--- config.mk ---
export PLATFORM = sky130hd
export DESIGN_NAME = fifo_level_flat
export DESIGN_NICKNAME = d
export VERILOG_FILES = /design/src/rtl/fifo_pkg.sv /design/src/rtl/fifo_level_if.sv /design/src/rtl/fifo_mem.sv /design/src/rtl/fifo_level.sv /design/src/flat_wrapper.sv
export SDC_FILE = /design/constraint.sdc
export NUM_CORES = 1
export LEC_CHECK = 0
export CORE_MARGIN = 8
export CORE_UTILIZATION = 35
export DETAILED_ROUTE_END_ITERATION = 8
export GPL_ROUTABILITY_DRIVEN = 0
export SYNTH_ARGS = -nofsm -noshare
export SYNTH_HDL_FRONTEND = slang
export SYNTH_SLANG_ARGS = --single-unit
export TNS_END_PERCENT = 10
--- constraint.sdc ---
create_clock -name clk -period 5.4 [get_ports clk]
set_input_delay 1.08 -clock clk [delete_from_list [all_inputs] [get_ports clk]]
set_output_delay 1.08 -clock clk [all_outputs]
set_load 0.05 [all_outputs]
--- src/rtl/fifo_pkg.sv ---
// rtl/fifo_pkg.sv - shared constants, helpers and status typedef for fifo_level
package fifo_pkg;

  localparam int DEF_AWIDTH   = 4;
  localparam int DEF_DWIDTH   = 8;
  localparam int DEF_AE_LEVEL = 2;

  // Pointers carry one extra wrap bit beyond the address.
  function automatic int ptr_width(input int awidth);
    return awidth + 1;
  endfunction

  function automatic int def_af_level(input int awidth);
    return (2 ** awidth) - 2;
  endfunction

  typedef struct packed {
    logic full;
    logic empty;
    logic almost_full;
    logic almost_empty;
  } fifo_status_t;

endpackage

--- src/rtl/fifo_level_if.sv ---
// rtl/fifo_level_if.sv - write/read/status bundle between a client and fifo_level
interface fifo_level_if
  import fifo_pkg::*;
#(
  parameter int AWIDTH = DEF_AWIDTH,
  parameter int DWIDTH = DEF_DWIDTH
) ();

  logic              flush;
  logic              wr_en;
  logic [DWIDTH-1:0] data_in;
  logic              rd_en;
  logic [DWIDTH-1:0] data_out;
  logic              rd_valid;
  logic              full;
  logic              empty;
  logic              almost_full;
  logic              almost_empty;
  logic [AWIDTH:0]   count;
  logic              overflow;
  logic              underflow;

  modport master (
    output flush, wr_en, data_in, rd_en,
    input  data_out, rd_valid, full, empty, almost_full, almost_empty,
           count, overflow, underflow
  );

  modport slave (
    input  flush, wr_en, data_in, rd_en,
    output data_out, rd_valid, full, empty, almost_full, almost_empty,
           count, overflow, underflow
  );

endinterface

--- src/rtl/fifo_mem.sv ---
// rtl/fifo_mem.sv - DEPTH x DWIDTH register array, synchronous write, asynchronous read
module fifo_mem #(
  parameter int AWIDTH = 4,
  parameter int DWIDTH = 8
) (
  input  logic              clk,
  input  logic              we,
  input  logic [AWIDTH-1:0] waddr,
  input  logic [DWIDTH-1:0] wdata,
  input  logic [AWIDTH-1:0] raddr,
  output logic [DWIDTH-1:0] rdata
);

  logic [DWIDTH-1:0] mem [2**AWIDTH];

  // Storage is deliberately left unreset; occupancy is tracked by the pointers.
  always_ff @(posedge clk) begin
    if (we) mem[waddr] <= wdata;
  end

  assign rdata = mem[raddr];

endmodule

--- src/rtl/fifo_level.sv ---
// rtl/fifo_level.sv - synchronous FIFO with count, thresholds, sticky errors, flush (option: FIFO_FWFT_EN)
module fifo_level
  import fifo_pkg::*;
#(
  parameter int AWIDTH   = DEF_AWIDTH,
  parameter int DWIDTH   = DEF_DWIDTH,
  parameter int AF_LEVEL = def_af_level(AWIDTH),
  parameter int AE_LEVEL = DEF_AE_LEVEL
) (
  input logic         clk,
  input logic         rst_n,
  fifo_level_if.slave bus
);

  localparam int              PTR_W = ptr_width(AWIDTH);
  localparam logic [AWIDTH:0] AF_L  = PTR_W'(AF_LEVEL);
  localparam logic [AWIDTH:0] AE_L  = PTR_W'(AE_LEVEL);

  logic [AWIDTH:0]   wptr, rptr, count;
  logic              wr_ok, rd_ok;
  logic              overflow_q, underflow_q;
  logic [DWIDTH-1:0] mem_rdata;
  fifo_status_t      status;

  assign count = wptr - rptr;

  // Full/empty come from the wrap bit and address bits, never from a last-op flag.
  assign status.empty        = (wptr == rptr);
  assign status.full         = (wptr[AWIDTH] != rptr[AWIDTH]) &&
                               (wptr[AWIDTH-1:0] == rptr[AWIDTH-1:0]);
  assign status.almost_full  = (count >= AF_L);
  assign status.almost_empty = (count <= AE_L);

  // A read frees a slot in the same cycle, so a full FIFO can accept a write alongside it.
  assign rd_ok = bus.rd_en & ~status.empty;
  assign wr_ok = bus.wr_en & (~status.full | rd_ok);

  fifo_mem #(
    .AWIDTH(AWIDTH),
    .DWIDTH(DWIDTH)
  ) u_mem (
    .clk  (clk),
    .we   (wr_ok & ~bus.flush),
    .waddr(wptr[AWIDTH-1:0]),
    .wdata(bus.data_in),
    .raddr(rptr[AWIDTH-1:0]),
    .rdata(mem_rdata)
  );

  // Pointer and sticky error flag state; flush overrides any request in the same cycle.
  always_ff @(posedge clk or negedge rst_n) begin
    if (!rst_n) begin
      wptr        <= '0;
      rptr        <= '0;
      overflow_q  <= 1'b0;
      underflow_q <= 1'b0;
    end else if (bus.flush) begin
      wptr        <= '0;
      rptr        <= '0;
      overflow_q  <= 1'b0;
      underflow_q <= 1'b0;
    end else begin
      if (wr_ok) wptr <= wptr + PTR_W'(1);
      if (rd_ok) rptr <= rptr + PTR_W'(1);
      if (bus.wr_en && !wr_ok) overflow_q  <= 1'b1;
      if (bus.rd_en && !rd_ok) underflow_q <= 1'b1;
    end
  end

`ifdef FIFO_FWFT_EN
  // Head word is presented directly; rd_en acknowledges and pops it.
  assign bus.data_out = mem_rdata;
  assign bus.rd_valid = ~status.empty;
`else
  logic [DWIDTH-1:0] data_q;
  logic              rd_valid_q;

  // Registered read path: popped word appears one cycle after rd_ok.
  always_ff @(posedge clk or negedge rst_n) begin
    if (!rst_n) begin
      data_q     <= '0;
      rd_valid_q <= 1'b0;
    end else if (bus.flush) begin
      rd_valid_q <= 1'b0;
    end else begin
      rd_valid_q <= rd_ok;
      if (rd_ok) data_q <= mem_rdata;
    end
  end

  assign bus.data_out = data_q;
  assign bus.rd_valid = rd_valid_q;
`endif

  assign bus.full         = status.full;
  assign bus.empty        = status.empty;
  assign bus.almost_full  = status.almost_full;
  assign bus.almost_empty = status.almost_empty;
  assign bus.count        = count;
  assign bus.overflow     = overflow_q;
  assign bus.underflow    = underflow_q;

endmodule

--- src/flat_wrapper.sv ---
// flat-port wrapper written by rule: the top's interface ports become plain ports
module fifo_level_flat import fifo_pkg::*;
#(
  parameter int AWIDTH   = DEF_AWIDTH,
  parameter int DWIDTH   = DEF_DWIDTH,
  parameter int AF_LEVEL = def_af_level(AWIDTH),
  parameter int AE_LEVEL = DEF_AE_LEVEL
)
  (clk, rst_n, bus_flush, bus_wr_en, bus_data_in, bus_rd_en, bus_data_out, bus_rd_valid, bus_full, bus_empty, bus_almost_full, bus_almost_empty, bus_count, bus_overflow, bus_underflow);
  fifo_level_if #(.AWIDTH(AWIDTH), .DWIDTH(DWIDTH)) bus_i ();
  input logic clk;
  input logic rst_n;
  input wire logic [$bits(bus_i.flush)-1:0] bus_flush;
  input wire logic [$bits(bus_i.wr_en)-1:0] bus_wr_en;
  input wire logic [$bits(bus_i.data_in)-1:0] bus_data_in;
  input wire logic [$bits(bus_i.rd_en)-1:0] bus_rd_en;
  output wire logic [$bits(bus_i.data_out)-1:0] bus_data_out;
  output wire logic [$bits(bus_i.rd_valid)-1:0] bus_rd_valid;
  output wire logic [$bits(bus_i.full)-1:0] bus_full;
  output wire logic [$bits(bus_i.empty)-1:0] bus_empty;
  output wire logic [$bits(bus_i.almost_full)-1:0] bus_almost_full;
  output wire logic [$bits(bus_i.almost_empty)-1:0] bus_almost_empty;
  output wire logic [$bits(bus_i.count)-1:0] bus_count;
  output wire logic [$bits(bus_i.overflow)-1:0] bus_overflow;
  output wire logic [$bits(bus_i.underflow)-1:0] bus_underflow;
  assign bus_i.flush = bus_flush;
  assign bus_i.wr_en = bus_wr_en;
  assign bus_i.data_in = bus_data_in;
  assign bus_i.rd_en = bus_rd_en;
  assign bus_data_out = bus_i.data_out;
  assign bus_rd_valid = bus_i.rd_valid;
  assign bus_full = bus_i.full;
  assign bus_empty = bus_i.empty;
  assign bus_almost_full = bus_i.almost_full;
  assign bus_almost_empty = bus_i.almost_empty;
  assign bus_count = bus_i.count;
  assign bus_overflow = bus_i.overflow;
  assign bus_underflow = bus_i.underflow;
  fifo_level #(.AWIDTH(AWIDTH), .DWIDTH(DWIDTH), .AF_LEVEL(AF_LEVEL), .AE_LEVEL(AE_LEVEL)) u_core (.clk(clk), .rst_n(rst_n), .bus(bus_i));
endmodule
==> run_results.csv <==
group,metric,value,unit
placement,numPortBuffers,32,
power,vdd_drop_max,0.000297,V
synthesis,yosysUniqueCellTypes,45,
worst_setup_path,crit_required,4.32,ns
job,drv_cap,0,
floorplan,core_area,17400,um2
clocking,clk_pin_slew,0.06,ns
timing,drv_slew,0,
cells_and_area,most-common-layout-cells,"128 x edfxtp_1, 38 x nor2_1, 34 x mux2i_1",
drt,drt_iter0_markers,263,
timing,fin_crit,4.54,ns
grt,grt_max_degree,68,
drt,wl_per_cell,19.7,um
drt,route.detailed.vias_per_inst,5.10,
floorplan,start_util,35.8,%
synthesis,syn-cell-area,6210,um2
clocking,root_buffer,"clkbuf_16",
cells_and_area,instances_no_fill,666,
synthesis,syn_nets,414,
drt,wirelength,13.1,mm
clocking,clk_latency,0.42,ns
synthesis,async_flop_share,14.1,%
hold_path,worstHoldPathType,"reg2reg",
power,pwr-share-clk,36.9,%
grt,grt_usage,12.5,%
power,intPower,0.00230,W
placement,dp_cells,634,
hold_path,holdPathEnd,"u_core.bus.underflow",
worst_setup_path,r2r_start,"u_core.rptr[1]",
timing,tns,0,ns
floorplan,die_w,149,um
synthesis,synth_area_leaders,"edfxtp_1 62%, dfrtp_1 8.5%, mux2i_1 5.5%",
synthesis,yosysWarnings,0,
worst_setup_path,end_kind,"primary output",
timing,setup_viol,0,
timing,tightest_slew,1.09,ns
cells_and_area,final_core_util,42.3,%
clocking,cts_inserted_buffers,17,
synthesis,post-synth-top-area-cell,"edfxtp_1",
floorplan,boundaryPins,33,
power,p_sw,0.000895,W
grt,overflow,0,
floorplan,die_y,149,um
clocking,htree_levels,4,
synthesis,synth.avg_cell_area,15.9,um2
worst_setup_path,cp.arrival,3.46,ns
cells_and_area,multi_input_area,1680,um2
drt,num_vias,3396,
timing,rsz0062_at_grt,"false",
status,status,"completed",
placement,dp.final_hpwl,8.47,mm
grt,antenna_found_initial,0,
worst_setup_path,r2r_cells,6,
hold_path,holdPathStages,2,
floorplan,die-area,22300,um2
worst_setup_path,crit_type,"reg2out",
synthesis,syn_inst,391,
clocking,cts_resized,0,
synthesis,ys_ff_latch,149,
cells_and_area,fill_cells,1510,
timing,finalHoldViolations,0,
power,combPwrFrac,21.5,%
drt,drtAntennaViolNets,0,
clocking,cts_hold_buf,0,
cells_and_area,area_delta_synth_final,18.1,%
worst_setup_path,r2r_slack,1.89,ns
worst_setup_path,reg2reg_to,"u_core.u_mem.mem[5][6]",
grt,grt_pass1_wl,20.6,mm
drt,first_pass_iters,4,
clocking,cts_tree,"done",
clocking,postCtsSetupRepairBufs,0,
timing,clock_skew,0.0118,ns
timing,slew_headroom,27.3,%
clocking,clkSinkCount,149,
cells_and_area,drive_gt1_share,11.3,%
power,p_leak,2.42,nW
cells_and_area,diodes,0,
cells_and_area,layout.cells.most_common,"edfxtp_1",
power,powerDensity,435,nW/um2
synthesis,seq_area_frac_synth,70.3,%
cells_and_area,seq_area,4370,um2
clocking,clockBufferDepth,2,
grt,grt_pass1_vias,3584,
worst_setup_path,crit_fanout,18,
hold_path,hp-start,"u_core.bus.underflow",
worst_setup_path,crit_path_start_kind,"flop",
synthesis,synth_edf_count,128,
power,seqPwrFrac,41.7,%
floorplan,fp-row-count,48,
timing,fmax,0.220,GHz
timing,period_share,84.0,%
synthesis,yosysTopAreaCellShare,61.9,%
cells_and_area,nNetsFinal,451,
synthesis,yosys_most_used_dff,"edfxtp_1",
drt,drc_errors,0,
power,netSwitchingFraction,28.0,%
==> how the worst max path moves through the flow <==
| stage | startpoint | end | slack (ns) | depth (start not counted) |
|---|---|---|---|---|
| final | u_core.rptr[1] | bus_almost_empty | 0.86 | 7 |
| after global routing | u_core.rptr[1] | bus_almost_empty | 0.67 | 7 |
| after CTS | u_core.rptr[1] | bus_almost_empty | 0.82 | 7 |
| after detailed placement | u_core.rptr[1] | bus_almost_empty | 1.27 | 7 |
| after global placement | u_core.rptr[1] | bus_almost_empty | 1.32 | 7 |
| after floorplan | u_core.rptr[1] | bus_almost_empty | 1.11 | 8 |
==> cell families (layout without fill, tap and decap cells) <==
group,Yosys count,in the layout,synth area share (%)
fa+ha+maj,10,10,2.13
flops,149,149,70.3
xor+xnor,8,8,1.25
mux,50,50,10.1
buf+inv,28,78,2.68
simple gates,83,83,6.53
compound gates,63,63,6.95
==> Yosys cell counts, drive strengths merged, types with 2 or more instances <==
cell,count
edfxtp,128
o21ai,6
nor2,38
clkbuf,4
nor2b,9
a21o,2
mux2,8
xor2,4
nor3,4
a31oi,9
or3,13
nand3b,2
a21oi,6
mux2i,34
o22ai,24
buf,15
inv,9
mux4,8
nand2b,3
nand3,3
xnor2,4
ha,9
nand2,7
dfrtp,21
a211oi,10
==> worst max-delay path, stage by stage, from the launching register on <==
cell and delay, ns:
dfrtp_1 0.77, inv_1 0.19, ha_1 0.35, nor2b_1 0.14, o21a_1 0.17, or3_1 0.34
a211oi_1 0.24, clkdlybuf4s50_1 0.84
==> flip-flops by register name, indices dropped and copies added (netlist names) <==
register	cells
u_core.bus.underflow	1
u_core.u_mem.mem	128
u_core.bus.data_out	8
u_core.bus.overflow	1
u_core.wptr	5
u_core.bus.rd_valid	1
u_core.rptr	5
==> through the flow <==
stage | hold WS (ns) | total power [W] | worst slack, ns | cell area, um2
CTS | 0.504 | 0.00323 | 0.818 | 7340
global placement | 0.483 | 0.00204 | 1.32 | 6720
finish | 0.502 | 0.00319 | 0.865 | 7340
detailed placement | 0.487 | 0.00205 | 1.27 | 6720
floorplan | 0.585 | 0.00185 | 1.11 | 6210
global route | 0.519 | 0.00333 | 0.674 | 7340
==> per-layer routing <==
| layer | vias up | track usage, % | wire length, um |
|---|---|---|---|
| li1 | 1586 | - | - |
| met1 | 1701 | 15.8 | 5990 |
| met2 | 90 | 19.8 | 6220 |
| met3 | 19 | 3.22 | 627 |
| met4 | 0 | 5.96 | 307 |
| met5 | - | 0 | 0 |
==> power groups by stage <==
stage	Sequential, W	Clock (W)	Combinational (W)
floorplan	0.00145	0	0.000396
global placement	0.00135	0	0.000686
detailed placement	0.00135	0	0.000693
CTS	0.00133	0.00120	0.000696
global route	0.00134	0.00126	0.000734
finish	0.00133	0.00118	0.000686
==> area by class of cell <==
type	instances	share of cell area [%]
flip-flops and latches	149	59.5
well taps	225	3.84
clock buffers	28	8.08
clock inverters	4	0.358
multi-input cells	214	22.8
inverters	9	0.460
repair buffers	37	4.88
No activity file was read; power rests on OpenSTA's default activity.
